--- config.mk ---
export PLATFORM = sky130hd
export DESIGN_NAME = fifo_rd_unpack
export DESIGN_NICKNAME = d
export VERILOG_FILES = /design/src/rtl/fifo_rd_unpack.sv
export SDC_FILE = /design/constraint.sdc
export NUM_CORES = 1
export LEC_CHECK = 0
export BUFFER_PORTS_ARGS = -buffer_cell sky130_fd_sc_hd__buf_2
export CORE_MARGIN = 2
export CORE_UTILIZATION = 58
export CTS_BUF_LIST = sky130_fd_sc_hd__clkbuf_4
export CTS_CLUSTER_SIZE = 8
export DETAILED_ROUTE_END_ITERATION = 7
export GPL_ROUTABILITY_DRIVEN = 1
export GPL_TIMING_DRIVEN = 0
export HOLD_SLACK_MARGIN = 0.02
export PLACE_DENSITY = 0.95
export REMOVE_ABC_BUFFERS = 1
export SYNTH_ARGS = -nofsm -noshare
export SYNTH_HDL_FRONTEND = slang
export SYNTH_SLANG_ARGS = --single-unit
--- constraint.sdc ---
create_clock -name rclk -period 3.5 [get_ports rclk]
set_input_delay 0.35 -clock rclk [delete_from_list [all_inputs] [get_ports rclk]]
set_output_delay 0.35 -clock rclk [all_outputs]
set_load 0.005 [all_outputs]
--- src/rtl/fifo_rd_unpack.sv ---
// Read-side unpacker for a show-ahead FIFO. Pops DATASIZE-bit words and
// serialises each one into RATIO = DATASIZE/OUTW beats on a valid/ready
// stream, least-significant beat first. A pop counter tracks consumed words.
//
// Ports:
//   rclk      - read-domain clock
//   rst       - synchronous active-high reset
//   rdata     - FIFO head word, valid while rempty_n is high
//   rempty_n  - FIFO not-empty flag
//   rinc      - FIFO pop strobe (head advances on the edge where it is high)
//   out_data  - current beat
//   out_valid - beat valid
//   out_last  - final beat of a word
//   out_ready - downstream accepts a beat on out_valid & out_ready
//   word_cnt  - words popped since reset, wrapping
module fifo_rd_unpack #(
  parameter int unsigned DATASIZE = 40,
  parameter int unsigned OUTW     = 10
) (
  input  logic                rclk,
  input  logic                rst,
  input  logic [DATASIZE-1:0] rdata,
  input  logic                rempty_n,
  output logic                rinc,
  output logic [OUTW-1:0]     out_data,
  output logic                out_valid,
  output logic                out_last,
  input  logic                out_ready,
  output logic [15:0]         word_cnt
);

  localparam int unsigned RATIO = DATASIZE / OUTW;
  localparam int unsigned IdxW  = (RATIO > 1) ? $clog2(RATIO) : 1;

  typedef enum logic {StEmpty, StBusy} state_e;

  state_e              state_q, state_d;
  logic [DATASIZE-1:0] hold_q, hold_d;
  logic [IdxW-1:0]     idx_q, idx_d;
  logic [15:0]         word_cnt_q, word_cnt_d;

  logic busy;
  logic at_last;
  logic [OUTW-1:0] beat;

  assign busy    = (state_q == StBusy);
  assign at_last = (idx_q == IdxW'(RATIO - 1));

  // Pop from EMPTY unconditionally, or as the last beat is accepted so the
  // next word follows with no bubble.
  assign rinc = ~rst & rempty_n & (~busy | (out_ready & at_last));

  // State register
  always_ff @(posedge rclk) begin
    if (rst) begin
      state_q    <= StEmpty;
      hold_q     <= '0;
      idx_q      <= '0;
      word_cnt_q <= '0;
    end else begin
      state_q    <= state_d;
      hold_q     <= hold_d;
      idx_q      <= idx_d;
      word_cnt_q <= word_cnt_d;
    end
  end

  // Next-state logic
  always_comb begin
    state_d    = state_q;
    hold_d     = hold_q;
    idx_d      = idx_q;
    word_cnt_d = word_cnt_q + {15'd0, rinc};
    unique case (state_q)
      StEmpty: begin
        if (rinc) begin
          hold_d  = rdata;
          idx_d   = '0;
          state_d = StBusy;
        end
      end
      StBusy: begin
        if (out_ready) begin
          if (!at_last) begin
            idx_d = idx_q + 1'b1;
          end else if (rinc) begin
            hold_d = rdata;
            idx_d  = '0;
          end else begin
            state_d = StEmpty;
          end
        end
      end
      default: state_d = StEmpty;
    endcase
  end

  // Beat select without a variable-width multiply on the index
  always_comb begin
    beat = '0;
    for (int unsigned b = 0; b < RATIO; b++) begin
      if (idx_q == IdxW'(b)) begin
        beat = hold_q[b*OUTW +: OUTW];
      end
    end
  end

  // Outputs; gated by rst so nothing leaks out before the first reset edge
  always_comb begin
    out_valid = busy & ~rst;
    out_last  = busy & ~rst & at_last;
    out_data  = (busy & ~rst) ? beat : '0;
    word_cnt  = word_cnt_q;
  end

endmodule

==> impl_metrics.yaml, run 1 <==
status:
  status: "finished, final reports clean"
logic_synthesis:
  ys_types: 29
  yosysTopAreaCellShare: 0.435
  ys_ff_latch: 59
  synth_edf_count: 0
  yosysMostFrequentCell: "dfxtp_1"
  yosysSeqAreaShare: 0.435
  ys_top_cells_by_area: "dfxtp_1 (43%), nand2_1 (7.7%), nand2b_1 (7.4%), o21ai_0 (6.1%), a211o_1 (3.2%)"
  yosysWarnings: 0
  syn_area_um2: 2720
  yosysTopAreaCell: "dfxtp_1"
  synthTopCellsByCount: "dfxtp_1 (59), nand2_1 (56), o21ai_0 (33)"
  synthFlopType: "dfxtp_1"
  synth-async-reset-ratio: 0
  syn_avg_cell_area_um2: 8.39
  netlist_instances: 324
timing:
  rsz0062_at_grt: "no"
  slew_violations: 0
  max_slew_margin: 0.370
  tns_ns: 0
  hold_viol_final: 0
  period_share: 0.913
  fmax_mhz: 313
  clock_skew_ns: 0.0123
  setup_ws_ns: 0.305
  post-route-min-period_ns: 3.19
  timing.hold.ws_ns: 0.127
  tightest_slew_ns: 0.945
  setup_viol: 0
critical_path:
  critPathRequiredTime_ns: 3.15
  critPathCapture: "out_data[5]"
  start_kind: "flop"
  arrival_ns: 2.84
  setup.worst_path.end_class: "output port"
  r2r_cells: 9
  cp_max_fo: 11
  criticalPathCategory: "flop to output port"
  r2r_slack_ns: 0.36
  r2r-start: "idx_q[1]"
  r2r_end: "word_cnt[12]"
  crit_start: "idx_q[1]"
power:
  power.density_nw_per_um2: 434
  peakVddDrop_mv: 0.270
  p_leak_nw: 1.32
routing:
  wl_per_cell_um: 14.4
  wl_mm: 6.40
  vias: 2469
  drc_errors: 0
  ant_nets: 0
  vias_per_cell: 5.57
  firstDrtPassIters: 4
  drtIter0Drc: 167
worst_hold_path:
  min_path_type: "input pin to flop"
  holdCritStartpoint: "rdata[21]"
clock_tree:
  post_cts_buffers: 0
  clock_path_buffers: 2
  htree_levels: 3
  numCtsBuffers: 9
  cts_tree: "yes"
  cts_resized: 0
  clock_sinks: 59
  clk_pin_slew_ns: 0.11
  cts-hold-fix-buffers: 0
  cts-root-buf: "clkbuf_4"
  insertion_delay_ns: 0.41
floorplanning:
  die_x_um: 72.5
  core_um2: 4440
  dieArea_um2: 5250
  ios: 73
  initial_core_util: 0.611
  die_h_um: 72.5
  rows: 24
cells_and_area:
  fillers: 350
  fin_nets: 437
  final_cell_area_um2: 3240
  drive_above_1_share: 0.251
  area_delta_synth_final_pct: 19.1
  antenna_cells: 0
global_route:
  grt_usage: 0.250
  antenna_found_initial: 0
  grt_pass1_vias: 2253
  grt_pass1_wl_mm: 10.1
  grt_max_degree: 62
  grt_remaining_overflow: 0
place:
  preCtsSetupSlack_ns: 0.0405
  place.gp.congestion: 0.814
  io_buffer_count: 72
  hpwl_mm: 4.08
  placed_cell_area_um2: 3080
job:
  maxCapViolCount: 0
## power by group
part           internal, mW  switching [mW]
combinational        0.0628          0.0720
sequential            0.706          0.0172
clock                 0.292           0.255
total                  1.06           0.344
## worst min path at each step
stage / endpoint / slack, ns / depth (start not counted)
floorplan: word_cnt[13] / 0.42 / 1
CTS: hold_q[3] / 0.11 / 3
finish: hold_q[21] / 0.13 / 3
global placement: hold_q[30] / 0.45 / 2
detailed placement: hold_q[33] / 0.46 / 2
global route: hold_q[21] / 0.10 / 3
## sequential cells by signal, summed over array words and instances, names as in the netlist
name,count
busy,1
hold_q,40
idx_q,2
word_cnt,16
## cell families (layout without fill, tap and decap cells)
family,after synthesis,in the layout,share of synthesized area
buffers and inverters,37,104,0.0548
AO/OA/AOI/OAI,79,79,0.185
AND/OR/NAND/NOR,130,130,0.255
XOR/XNOR,12,12,0.0387
flip-flops,59,59,0.435
adder cells (fa/ha/maj),7,7,0.0322
## routing by layer
layer  vias up  global-route usage  wire length [µm]
met2        80               0.404              3100
met1      1147               0.293              2830
met4         0               0.167               193
met5         -                   0                 0
met3        19              0.0639               279
li1       1223                   -                 -
## area by class of cell
class,count,area [µm²],share of cell area
sequential,59,1180,0.365
clock buffer,10,75.1,0.0232
timing repair buffer,73,380,0.118
tap,52,65.1,0.0201
inverter,15,56.3,0.0174
clock inverter,6,80.1,0.0247
multi-input combinational,228,1400,0.432
## metrics by stage
| step | util | instances | total power, mW |
|---|---|---|---|
| floorplan | - | 302 | 0.809 |
| global placement | 0.686 | 426 | 0.863 |
| detailed placement | 0.693 | 427 | 0.870 |
| CTS | 0.727 | 443 | 1.41 |
| global route | 0.728 | 443 | 1.47 |
| finish | 0.728 | 443 | 1.40 |
## cell usage in the layout, fill, tap and decap left out, types with 2 or more instances in the layout
master / synthesis / final
a211o_1: 10 / 10
a21oi_1: 13 / 13
a221oi_1: 10 / 10
buf_2: 8 / 72
bufinv_16: 0 / 2
clkbuf_4: 0 / 10
clkinv_1: 0 / 2
dfxtp_1: 59 / 59
ha_1: 7 / 6
inv_1: 15 / 15
nand2_1: 56 / 56
nand2b_1: 32 / 32
nand3_1: 5 / 5
nand4_1: 2 / 2
nand4_4: 2 / 2
nor2_1: 13 / 13
nor2_2: 3 / 3
nor2b_1: 6 / 5
nor3_1: 4 / 4
nor4_2: 3 / 3
o21ai_0: 33 / 33
o31ai_1: 10 / 10
or3_1: 2 / 2
xnor2_1: 10 / 10
xor2_1: 2 / 2
## worst max-delay path, stage by stage, from the launching register on
cell and delay [ns]:
dfxtp_1 0.40, inv_1 0.09, ha_1 0.36, nor2b_1 0.76
a221oi_1 0.19, a211o_1 0.33, a21oi_1 0.15, buf_2 0.15
Note: power is estimated with default switching activity, not from simulation.
==> run 2, diff against run 1 <==
- CORE_MARGIN: 2 -> default
==> run 2 against run 1 <==
- worst hold slack better by 0.0034 ns
- combinational power is essentially flat
- largest power group unchanged
- critical path type is now flop to flop
- clock skew rose by 0.0023 ns
- global-route usage rose by 0.12 points
- wire length is 6.9% lower
- critical path depth is 2 higher
- power decreased by 6.0%
- maximum frequency rose by 0.28%
- register-to-register slack lost 0.05 ns
- cell count fell by 0.23%
==> impl_metrics.yaml, run 2 (synthesized netlist as in run 1, its figures left out) <==
floorplanning:
  ios: 73
  dieArea_um2: 4960
  core_um2: 4410
  die_h_um: 70.5
  initial_core_util: 0.616
  die_x_um: 70.5
  rows: 24
cells_and_area:
  area_delta_synth_final_pct: 18.0
  utilization: 0.726
  final_common_cell: "buf_2"
  fillers: 344
  final_cell_mix: "buf_2 (72), dfxtp_1 (59), nand2_1 (56), o21ai_0 (33), nand2b_1 (32)"
  drive_above_1_share: 0.249
  top_register: "hold_q"
  antenna_cells: 0
  fin_nets: 437
  largest_reg_flops: 40
place:
  place.gp.congestion: 0.783
  io_buffer_count: 72
  preCtsSetupSlack_ns: 0.0266
  hpwl_mm: 3.83
global_route:
  met2_usage: 0.387
  grt_remaining_overflow: 0
  grt-busiest-layer: "met2"
  grt_pass1_vias: 2168
  met3_usage: 0.0664
  grt_max_degree: 62
  grt_usage: 0.252
  grt.met1_usage: 0.315
  grt_pass1_wl_mm: 9.73
  antenna_found_initial: 0
timing:
  period_share: 0.910
  hold_viol_final: 0
  max_slew_margin: 0.375
  tns_ns: 0
  fmax_mhz: 314
  rsz0062_at_grt: "no"
  setup_ws_ns: 0.314
  clock_skew_ns: 0.0145
  tightest_slew_ns: 0.938
  slew_violations: 0
  post-route-min-period_ns: 3.19
  setup_viol: 0
  timing.hold.ws_ns: 0.130
worst_hold_path:
  whs_path_depth: 3
  min_path_type: "input pin to flop"
  holdCritStartpoint: "rdata[37]"
  hold_end: "hold_q[37]"
routing:
  ant_nets: 0
  drc_errors: 0
  drtIter0Drc: 169
  firstDrtPassIters: 4
  wl_per_cell_um: 13.5
  vias_per_cell: 5.44
  vias: 2405
  wl_mm: 5.96
critical_path:
  criticalPathCategory: "flop to flop"
  r2r_slack_ns: 0.31
  start_kind: "flop"
  arrival_ns: 3.44
  setup.worst_path.end_class: "flop"
  r2r-start: "idx_q[0]"
  r2r_cells: 9
  critPathRequiredTime_ns: 3.75
  cp_max_fo: 32
  r2r_end: "word_cnt[12]"
clock_tree:
  clock_path_buffers: 2
  insertion_delay_ns: 0.41
  cts-root-buf: "clkbuf_4"
  cts_tree: "yes"
  htree_levels: 3
  cts-hold-fix-buffers: 0
  numCtsBuffers: 9
  clk_pin_slew_ns: 0.10
  clock_sinks: 59
status:
  status: "finished, final reports clean"
power:
  peakVddDrop_mv: 0.222
  p_total_mw: 1.32
  p_leak_nw: 1.31
  power.density_nw_per_um2: 412
job:
  maxCapViolCount: 0
[run 2: cell types whose count changed in the layout (fill, tap and decap cells not counted)]
cell        change
clkinvlp_4      -1
clkbuf_4        +1
bufinv_16       -1
[run 2: final cells by class]
| type | instances | area (µm²) | share of cell area |
|---|---|---|---|
| clock buffers | 11 | 82.6 | 0.0258 |
| clock inverters | 4 | 42.5 | 0.0133 |
| inverters | 15 | 56.3 | 0.0176 |
| multi-input cells | 228 | 1400 | 0.436 |
| flip-flops and latches | 59 | 1180 | 0.368 |
| well taps | 52 | 65.1 | 0.0203 |
| repair buffers | 73 | 380 | 0.119 |
[run 2: metal layers]
metal | share of wire | routed length, µm | up-vias
li1 | - | - | 1226
met1 | 0.44 | 2600 | 1106
met2 | 0.49 | 2930 | 57
met3 | 0.046 | 273 | 16
met4 | 0.027 | 159 | 0
met5 | 0 | 0 | -
[run 2: worst max path at each step]
stage                  start           end  slack [ns]  cells after the start
floorplan           idx_q[0]  word_cnt[14]       -1.48                      9
global placement    idx_q[0]  word_cnt[14]       -2.77                      9
detailed placement  idx_q[0]  word_cnt[12]        0.03                      9
CTS                 idx_q[0]  word_cnt[12]        0.33                      9
global route        idx_q[0]  word_cnt[12]        0.08                      9
finish              idx_q[0]  word_cnt[12]        0.31                      9
[run 2: critical path, cell delays in order (launching register included)]
cell and delay, ns:
dfxtp_1 0.40, ha_2 0.51, a21boi_0 0.28, nor2b_4 0.58, ha_1 0.29, ha_1 0.22, nand2_1 0.16, nor4_2 0.36
xnor2_1 0.17, nor2_1 0.06
[run 2: metrics by stage]
stage | cells | area (µm²)
after floorplan | 302 | 2630
after global placement | 426 | 3050
after detailed placement | 427 | 3080
after CTS | 442 | 3210
after global routing | 442 | 3210
final | 442 | 3210
[run 2: report_power, final]
part | total [mW] | switching [mW] | leakage [nW] | internal (mW)
Clock | 0.466 | 0.241 | 0.0718 | 0.225
Sequential | 0.723 | 0.0170 | 0.483 | 0.706
Combinational | 0.132 | 0.0696 | 0.751 | 0.0624
[run 2: repair_timing]
action,in CTS,in global routing
buffers inserted,0,0
setup endpoints to repair,1,0
resized for setup,1,0
==> run 3, diff against run 2 <==
- clock period: 3.5 -> 3.9 ns (I/O delays scaled with it)
==> run 3 against run 2 <==
- non-clock buffer count stayed put
- wire length decreased by 0.27%
- register-to-register slack better by 0.04 ns
- die area stayed put
- clock power fell by 10%
- combinational power decreased by 11%
- critical path type unchanged
- largest cell class unchanged
==> impl_metrics.yaml, run 3 (synthesized netlist as in run 1, its figures left out) <==
power:
  peakVddDrop_mv: 0.199
  p_total_mw: 1.18
  power.density_nw_per_um2: 370
  p_leak_nw: 1.31
floorplanning:
  initial_core_util: 0.616
  rows: 24
  die_h_um: 70.5
  core_um2: 4410
  die_x_um: 70.5
  ios: 73
  dieArea_um2: 4960
cells_and_area:
  area_delta_synth_final_pct: 17.9
  instances_no_fill: 442
  antenna_cells: 0
  top_register: "hold_q"
  drive_above_1_share: 0.246
  fin_nets: 437
  final_cell_mix: "buf_2 (72), dfxtp_1 (59), nand2_1 (56), o21ai_0 (33), nand2b_1 (32)"
  largest_reg_flops: 40
  final_common_cell: "buf_2"
  final_cell_area_um2: 3200
timing:
  fmax_mhz: 282
  post-route-min-period_ns: 3.54
  tightest_slew_ns: 0.933
  tns_ns: 0
  setup_ws_ns: 0.357
  period_share: 0.908
  max_slew_margin: 0.378
  clock_skew_ns: 0.0141
  rsz0062_at_grt: "no"
  slew_violations: 0
  setup_viol: 0
  hold_viol_final: 0
place:
  preCtsSetupSlack_ns: 0.427
  dp_cells: 427
  io_buffer_count: 72
  placed_cell_area_um2: 3080
  hpwl_mm: 3.83
  place.gp.congestion: 0.783
status:
  status: "finished, final reports clean"
clock_tree:
  cts_tree: "yes"
  clk_pin_slew_ns: 0.10
  htree_levels: 3
  numCtsBuffers: 9
  insertion_delay_ns: 0.41
  cts-hold-fix-buffers: 0
  cts-root-buf: "clkbuf_4"
  post_cts_buffers: 0
  clock_path_buffers: 2
  clock_sinks: 59
  cts_resized: 0
job:
  maxCapViolCount: 0
critical_path:
  critPathRequiredTime_ns: 4.15
  setup.worst_path.end_class: "flop"
  r2r-start: "idx_q[0]"
  arrival_ns: 3.80
  r2r_slack_ns: 0.36
  criticalPathCategory: "flop to flop"
  start_kind: "flop"
  r2r_cells: 9
  cp_max_fo: 32
  r2r_end: "word_cnt[12]"
global_route:
  grt_max_degree: 62
  grt_remaining_overflow: 0
  grt_pass1_wl_mm: 9.72
  grt_usage: 0.250
  grt_pass1_vias: 2155
  antenna_found_initial: 0
worst_hold_path:
  whs_path_depth: 3
  min_path_type: "input pin to flop"
  holdCritStartpoint: "rdata[37]"
  hold_end: "hold_q[37]"
routing:
  wl_per_cell_um: 13.4
  wl_mm: 5.94
  vias_per_cell: 5.44
  ant_nets: 0
  drc_errors: 0
  firstDrtPassIters: 4
  vias: 2403
  drtIter0Drc: 173
[run 3: cell count changes in the layout (fill, tap and decap cells not counted)]
cell and delta:
ha_1 +1, ha_2 -1
[run 3: stage by stage]
stage / hold slack [ns] / util
finish: 0.169 / 0.726
global route: 0.168 / 0.726
CTS: 0.160 / 0.726
detailed placement: 0.462 / 0.697
global placement: 0.455 / 0.691
floorplan: 0.442 / -
[run 3: area by class of cell]
cell class	instances	area (µm²)
flip-flops and latches	59	1180
inverters	15	56.3
clock buffers	11	82.6
repair buffers	73	380
clock inverters	4	42.5
well taps	52	65.1
fillers	344	1210
multi-input cells	228	1400
[run 3: where the power goes]
| part | switching [mW] | leakage, nW | internal, mW | total [mW] |
|---|---|---|---|---|
| combinational | 0.0622 | 0.754 | 0.0560 | 0.118 |
| clock | 0.217 | 0.0718 | 0.202 | 0.418 |
| sequential | 0.0152 | 0.483 | 0.633 | 0.648 |
[run 3: worst max path at each step]
stage                         from      endpoint
final                     idx_q[0]  word_cnt[12]
after global routing      idx_q[0]  word_cnt[12]
after CTS                 idx_q[0]  word_cnt[12]
after detailed placement  idx_q[0]  word_cnt[12]
after global placement    idx_q[0]  word_cnt[14]
after floorplan           idx_q[0]  word_cnt[14]
[run 3: layer usage]
| layer | GRT usage | vias up | part of all wire | wire, µm |
|---|---|---|---|---|
| li1 | - | 1228 | - | - |
| met1 | 0.322 | 1098 | 0.44 | 2640 |
| met2 | 0.386 | 62 | 0.48 | 2880 |
| met3 | 0.0491 | 15 | 0.045 | 269 |
| met4 | 0.151 | 0 | 0.026 | 157 |
| met5 | 0 | - | 0 | 0 |
[run 3: worst max-delay path, cell delays in order (launching register included)]
cell	delay, ns
dfxtp_1	0.40
ha_1	0.77
a21boi_0	0.36
nor2b_4	0.60
ha_1	0.29
ha_1	0.22
nand2_1	0.16
nor4_2	0.36
xnor2_1	0.18
nor2_1	0.06
